`config.mk`:
```
export PLATFORM = sky130hd
export DESIGN_NAME = serial_div5_frame_ctrl
export DESIGN_NICKNAME = d
export VERILOG_FILES = /design/src/rtl/sdf_pkg.sv /design/src/rtl/serial_mod5_core.sv /design/src/rtl/serial_div5_frame_ctrl.sv
export SDC_FILE = /design/constraint.sdc
export NUM_CORES = 1
export LEC_CHECK = 0
export BUFFER_PORTS_ARGS = -buffer_cell sky130_fd_sc_hd__buf_2
export CAP_MARGIN = 20
export CORE_MARGIN = 2
export CORE_UTILIZATION = 35
export DETAILED_ROUTE_END_ITERATION = 12
export PLACE_DENSITY_LB_ADDON = 0.3
export SLEW_MARGIN = 20
export SYNTH_ARGS = -nofsm -noshare
export SYNTH_HDL_FRONTEND = slang
export SYNTH_SLANG_ARGS = --single-unit
```
`constraint.sdc`:
```
create_clock -name clk -period 4.2 [get_ports clk]
set_input_delay 0.21 -clock clk [delete_from_list [all_inputs] [get_ports clk]]
set_output_delay 0.21 -clock clk [all_outputs]
set_load 0.03 [all_outputs]
```
`src/rtl/sdf_pkg.sv`:
```
// Shared types and constants for the serial divide-by-5 frame controller.
package sdf_pkg;

  typedef enum logic [1:0] {
    IDLE  = 2'd0,
    SHIFT = 2'd1,
    DONE  = 2'd2
  } state_t;

  typedef logic [2:0] residue_t;

  localparam int DIVISOR = 5;

endpackage

```
`src/rtl/serial_mod5_core.sv`:
```
// Bit-serial mod-5 residue tracker: r <= (2r + b) mod 5 on each enabled cycle.
module serial_mod5_core
  import sdf_pkg::*;
(
  input  logic       clk,
  input  logic       rst,
  input  logic       clr,
  input  logic       en,
  input  logic       bit_in,
  output logic [2:0] residue
);

  residue_t    r_res;
  logic [3:0]  w_sum;
  residue_t    w_next;

  // 2r+b never exceeds 9, so a single conditional subtract closes the 5-state cycle.
  always_comb begin
    w_sum  = {r_res, bit_in};
    w_next = r_res;
    if (en) begin
      w_next = residue_t'((w_sum >= 4'(DIVISOR)) ? (w_sum - 4'(DIVISOR)) : w_sum);
    end
  end

  always_ff @(posedge clk or posedge rst) begin
    if (rst) begin
      r_res <= '0;
    end else if (clr) begin
      r_res <= '0;
    end else begin
      r_res <= w_next;
    end
  end

  assign residue = r_res;

endmodule

```
`src/rtl/serial_div5_frame_ctrl.sv`:
```
// Frame controller: shifts words MSB-first into a mod-5 core and reports the frame residue.
// Optional macro SDF_DIV_CNT_EN adds the div_frames counter output.
module serial_div5_frame_ctrl
  import sdf_pkg::*;
#(
  parameter int WIDTH = 8
) (
  input  logic             clk,
  input  logic             rst,
  input  logic             in_valid,
  output logic             in_ready,
  input  logic [WIDTH-1:0] in_data,
  input  logic             in_last,
  output logic             out_valid,
  input  logic             out_ready,
  output logic             out_div,
  output logic [2:0]       out_residue,
  output logic [7:0]       out_words
`ifdef SDF_DIV_CNT_EN
  ,
  output logic [15:0]      div_frames
`endif
);

  localparam int CNT_W = (WIDTH > 2) ? $clog2(WIDTH) : 1;

  state_t           r_state;
  state_t           w_next_state;
  logic [WIDTH-1:0] r_shreg;
  logic             r_last;
  logic [CNT_W-1:0] r_bitcnt;
  logic [7:0]       r_words;
  logic             r_out_valid;
  logic             r_out_div;
  residue_t         r_out_residue;
  logic [7:0]       r_out_words;

  logic             w_accept_in;
  logic             w_accept_out;
  logic             w_shift_en;
  residue_t         w_residue;

  assign w_accept_in  = in_valid && (r_state == IDLE);
  assign w_accept_out = r_out_valid && out_ready;
  assign w_shift_en   = (r_state == SHIFT);

  always_comb begin
    w_next_state = r_state;
    case (r_state)
      IDLE:    if (in_valid) w_next_state = SHIFT;
      SHIFT:   if (r_bitcnt == '0) w_next_state = r_last ? DONE : IDLE;
      DONE:    if (w_accept_out) w_next_state = IDLE;
      default: w_next_state = IDLE;
    endcase
  end

  always_ff @(posedge clk or posedge rst) begin
    if (rst) begin
      r_state  <= IDLE;
      r_shreg  <= '0;
      r_last   <= 1'b0;
      r_bitcnt <= '0;
      r_words  <= '0;
    end else begin
      r_state <= w_next_state;
      if (w_accept_in) begin
        r_shreg  <= in_data;
        r_last   <= in_last;
        r_bitcnt <= CNT_W'(WIDTH - 1);
      end else if (w_shift_en) begin
        r_shreg  <= r_shreg << 1;
        r_bitcnt <= r_bitcnt - CNT_W'(1);
      end
      if (w_accept_out) begin
        r_words <= '0;
      end else if (w_accept_in && (r_words != 8'hFF)) begin
        r_words <= r_words + 8'd1;
      end
    end
  end

  // Result is snapshotted one cycle after entering DONE, so the fields stay frozen under backpressure.
  always_ff @(posedge clk or posedge rst) begin
    if (rst) begin
      r_out_valid   <= 1'b0;
      r_out_div     <= 1'b0;
      r_out_residue <= '0;
      r_out_words   <= '0;
    end else if (w_accept_out) begin
      r_out_valid   <= 1'b0;
      r_out_div     <= 1'b0;
      r_out_residue <= '0;
      r_out_words   <= '0;
    end else if ((r_state == DONE) && !r_out_valid) begin
      r_out_valid   <= 1'b1;
      r_out_div     <= (w_residue == '0);
      r_out_residue <= w_residue;
      r_out_words   <= r_words;
    end
  end

  serial_mod5_core u_core (
    .clk     (clk),
    .rst     (rst),
    .clr     (w_accept_out),
    .en      (w_shift_en),
    .bit_in  (r_shreg[WIDTH-1]),
    .residue (w_residue)
  );

`ifdef SDF_DIV_CNT_EN
  logic [15:0] r_div_frames;

  always_ff @(posedge clk or posedge rst) begin
    if (rst) begin
      r_div_frames <= '0;
    end else if (w_accept_out && r_out_div) begin
      r_div_frames <= r_div_frames + 16'd1;
    end
  end

  assign div_frames = r_div_frames;
`endif

  assign in_ready    = (r_state == IDLE);
  assign out_valid   = r_out_valid;
  assign out_div     = r_out_div;
  assign out_residue = r_out_residue;
  assign out_words   = r_out_words;

endmodule

```
Word-level counts from Yosys, hierarchy flattened
Index checks and enable logic that the tools add are counted.

Bitwise operators: 0. Eq/ne operators: 6. $mul: 0. Div/mod/pow operators: 0. Shift-type cells: 0. Reductions and logical operators: 13. Magnitude comparators: 1. Multiplexer cells: 22. Add/sub/neg operators: 3.

Operator list (count): $mux 8 (6); $mux 3 (7); $add 8x1->8 const B (1); $mux 2 (4); $ne 8x8->1 const B (1); $reduce_bool 2->1 (4); $logic_not 3->1 (2); $pmux 2 s3 (1); $ge 4x3->1 const B (1); $logic_and 1x1->1 (4); $mux 1 (4); $ne 2x2->1 const B (2); $reduce_and 3->1 (1); $sub 3x1->3 const B (1); $sub 3x3->3 const B (1); $eq 2x1->1 const B (1); $eq 2x2->1 const B (1); $logic_not 2->1 (1); $ne 2x1->1 const B (1); $logic_not 1->1 (1).

Memory bits (writable): 0. Word-level logic and storage cells: 55. Latch bits: 0. Input bits: 13. Bits in registers: 38. Output and inout port bits: 14. Bits in read-only memories: 0. Memories kept: 0.

Longest topological paths before layout
Depth after elaboration: 5. Mapped depth: 6. Gate-level depth less buffers: 6.

Cells and area by module
Synthesis repeated with hierarchy kept, for this count alone.

Cells, all modules: 190. Area total of the unflattened synthesis: 1825.5 µm².

By module, submodules not included: serial_div5_frame_ctrl (instances 1, seq. area each 875.8 µm², cells an instance 164, area each 1570.3 µm²); serial_mod5_core (instances 1, seq. area each 75.1 µm², cells an instance 26, area each 255.2 µm²).

Worst setup path after synthesis
No wires, ideal clock.

Path type: flip-flop to flip-flop. Start: reg r_state[0]. End: reg r_words[2]. Stages on the path, launching flop included: 5. Buffers on the path: 0. Data arrival time: 1.433 ns. Library setup time: 0.065 ns. Required time: 4.135 ns. Slack: 2.702 ns. Clock period less this slack: 1.498 ns. Cells stage by stage: dfrtp_1 -> nor2_1 -> nand2_1 -> nor2_1 -> o221a_2.

Cells in the longest elaborated chain, start to end: 4.

Ends and longest elaborated chain: from (decl) (line serial_div5_frame_ctrl.sv:27) `state_t r_state;`; from (signal assigned) (line serial_div5_frame_ctrl.sv:65) `r_state <= w_next_state;`; $logic_not 2->1; named net in_ready (line serial_div5_frame_ctrl.sv:11) `output logic in_ready,`; $logic_and 1x1->1 (line serial_div5_frame_ctrl.sv:43) `assign w_accept_in = in_valid && (r_state == IDLE);`; $logic_and 1x1->1 (line serial_div5_frame_ctrl.sv:76) `end else if (w_accept_in && (r_words != 8'hFF)) begin`; $reduce_bool 2->1 (no line); to (signal assigned) (line serial_div5_frame_ctrl.sv:77) `r_words <= r_words + 8'd1;`; to (decl) (line serial_div5_frame_ctrl.sv:32) `logic [7:0] r_words;`.

The timed path passes the listed nets, and every way through them passes these cells. A chain may end at the register's enable or synchronous reset.

Worst setup path in the final report
Start: reg r_state[0]. End: reg r_shreg[4].

Cells in the longest elaborated chain, start to end: 3. Elaborated cells on any way between the ends: 5. Classes of those cells: 1 x eq/ne; 1 x mux; 3 x reduce/logical.

Ends and longest elaborated chain: $logic_not 2->1 (line serial_div5_frame_ctrl.sv:43); $logic_and 1x1->1 (line serial_div5_frame_ctrl.sv:43); $mux 8 / $reduce_bool 2->1 (equally long branches); to (signal assigned) (line serial_div5_frame_ctrl.sv:67) `r_shreg <= in_data;`; to (signal assigned) (line serial_div5_frame_ctrl.sv:71) `r_shreg <= r_shreg << 1;`; to (decl) (line serial_div5_frame_ctrl.sv:29) `logic [WIDTH-1:0] r_shreg;`.

Several ways; a longest one is shown, not always the timed one.

==> results.sh <==
export IMPL_status="complete, no violations"
export IMPL_syn_num_nets=201
export IMPL_antenna_found_initial=0
export IMPL_hold_ws_ps=26.80
export IMPL_layout_drive_gt1_share_pct=20.38
export IMPL_crit_type="reg2reg"
export IMPL_n_fill_cell=466
export IMPL_antenna_cells=0
export IMPL_clkPwrFrac_pct=23.7
export IMPL_drc=0
export IMPL_cts_resized=0
export IMPL_drv_cap=0
export IMPL_holdBufCountCts=0
export IMPL_cts_tree="done"
export IMPL_dieArea_sq_um=5606
export IMPL_grt_use_total_pct=12.79
export IMPL_finalCritPeriodShare_pct=43.83
export IMPL_min_period_ps=1841
export IMPL_syn_avg_cell_area_sq_um=9.606
export IMPL_routedWlPerCell_um=11.70
export IMPL_cell_internal_pwr_mw=0.9589
export IMPL_clockBufferDepth=2
export IMPL_io_pins=27
export IMPL_place_congestion=0.7286
export IMPL_rsz0062_at_grt="false"
export IMPL_cts_made_buffers=5
export IMPL_synthTopCellsByArea="dfrtp_1, nand2_1, o21ai_0"
export IMPL_finalWirelength_um=3252
export IMPL_io_buffers=26
export IMPL_grt_overflow_total=0
export IMPL_synth_top_area_share_pct=54.09
export IMPL_synth_top_cell_by_area="dfrtp_1"
export IMPL_post_cts_buffers=0
export IMPL_total_power_mw=1.554
export IMPL_final_cell_mix="nand2_1, dfrtp_1, buf_2"
export IMPL_synth_yosys_warnings=0
export IMPL_die_w_um=74.87
export IMPL_dr_pass1_iters=4
export IMPL_p_leak_nw=1.001
export IMPL_power_switching_mw=0.5952
export IMPL_placement_rows=25
export IMPL_setup_violations=0
export IMPL_hold_violations=0
export IMPL_cts_sinks=38
export IMPL_power_density_nw_per_um2=747.8
export IMPL_grt_max_degree=39
export IMPL_min_path_type="in2async"
export IMPL_grt_pass1_vias=1150
export IMPL_critPathRequiredTime_ps=4370
export IMPL_cp_data_arrival_time_ps=2010
export IMPL_cp_end_kind="flip-flop"
export IMPL_finalSetupTns_ps=0
export IMPL_ys_ff_latch=38
export IMPL_max_freq_ghz=0.5432
export IMPL_start_util_pct=36.73
export IMPL_vias=1288
export IMPL_clk_latency_ps=280
export IMPL_finalMaxSlewViolations=0
export IMPL_p_comb_share_pct=36.7
export IMPL_worst_slack_ps=2359
export IMPL_coreArea_sq_um=4786
export IMPL_irDropWorstVdd_mv=0.3345
export IMPL_syn2layout_area_growth_pct=18.22
export IMPL_relSlewSlack_pct=32.62
export IMPL_cts_htree_levels=2
export IMPL_first_iter_violations=68
export IMPL_final_nets=228
export IMPL_die_h_um=74.87
export IMPL_synth_cell_types=33
export IMPL_finClkSkew_ps=4.892
export IMPL_ys_seq_area_share_pct=54.09
export IMPL_antenna_left=0
export IMPL_syn_cell_area_sq_um=1758
export IMPL_start_kind="flip-flop"
export IMPL_critPathMaxFanout=15
export IMPL_place_hpwl_um=2190
export IMPL_place_ws_ps=2308
export IMPL_p_seq_share_pct=39.6
export IMPL_grt_pass1_wl_um=5423
export IMPL_finish_utilization_pct=43.42
export IMPL_cts_root_buf="clkbuf_8"
export IMPL_syn_inst=183
export IMPL_path_clk_slew_ps=80
export IMPL_viasPerCell=4.633
export IMPL_worst_pin_slew_ps=1009
export IMPL_p_sw_share_pct=38.30
export IMPL_final_common_cell="nand2_1"
-- worst max-delay path, stage by stage, from the launching register on --
cell and delay, ps:
dfrtp_1 430, nor2b_1 830, nor2_1 270, nand2_1 140, nand2_1 60
-- final cells by class --
cell class / instances / area, sq um / share of cell area, %
clock buffers: 5 / 68.82 / 3.311
well taps: 67 / 83.83 / 4.034
inverters: 8 / 30.03 / 1.445
multi-input cells: 130 / 738.2 / 35.52
clock inverters: 3 / 68.82 / 3.311
repair buffers: 27 / 137.6 / 6.623
flip-flops and latches: 38 / 950.9 / 45.76
-- stage by stage --
step / instances / instance area, sq um
floorplan: 183 / 1758
global placement: 270 / 1938
detailed placement: 270 / 1938
CTS: 278 / 2076
global route: 278 / 2078
finish: 278 / 2078
-- cells in the mapped netlist --
cell type	instances
and2_1	3
a2111oi_2	1
buf_6	1
nor3_1	4
nor2_1	9
a41oi_1	1
dfrtp_1	38
o21ai_0	18
inv_1	8
o2111ai_1	2
buf_4	1
a311oi_1	1
a221o_2	1
o21ai_2	1
nand3_1	5
xor2_1	3
nand2_1	50
and3_2	1
a211oi_1	1
a21oi_1	3
a22oi_1	6
clkbuf_1	2
nor2b_1	1
buf_2	3
mux2i_1	2
o221a_2	1
and3_1	1
ha_1	5
o211ai_1	2
nand2b_1	3
nor3b_4	1
nand4_1	3
mux2_2	1
-- cells by family after synthesis --
family / count (synthesis) / synth area share [%]
and+or+nand+nor: 81 / 20.57
AOI/OAI and AO/OA: 38 / 14.45
DFF: 38 / 54.09
buffers and inverters: 15 / 4.057
adders and majority gates: 5 / 3.559
xor gates and xnor gates: 3 / 1.495
muxes: 3 / 1.779
-- state kept, by name, summed over array words and instances (netlist names) --
register        count
u_core.residue      3
r_words             8
r_last              1
r_shreg             8
out_words           8
out_valid           1
out_residue         3
out_div             1
r_state             2
r_bitcnt            3
-- power groups by stage --
stage | clock, mW | combinational [mW] | sequential (mW)
3_3_place_gp | 0 | 0.566 | 0.615
3_5_place_dp | 0 | 0.573 | 0.620
5_1_grt | 0.394 | 0.648 | 0.638
2_1_floorplan | 0 | 0.373 | 0.695
4_1_cts | 0.381 | 0.579 | 0.614
6_report | 0.368 | 0.571 | 0.615
-- final timing paths --
path	endpoint	cells past startpoint	start	slack, ps
worst max-delay path	r_shreg[4]	4	r_state[0]	2360
worst min-delay path	r_state[0]	3	rst	30
worst max register to register	r_shreg[4]	4	r_state[0]	2360
worst min register to register	r_shreg[6]	2	r_shreg[6]	480
max in group asynchronous	out_words[3]	3	rst	3830
min in group clk	out_valid	2	out_ready	130
-- layer usage --
| layer | up-vias | track usage, % | share of wire, % |
|---|---|---|---|
| li1 | 683 | - | - |
| met1 | 570 | 18.00 | 51 |
| met2 | 33 | 18.62 | 42 |
| met3 | 2 | 3.882 | 5.6 |
| met4 | 0 | 4.762 | 0.68 |
| met5 | - | 0 | 0 |
Power figures use the tool's default switching activity.
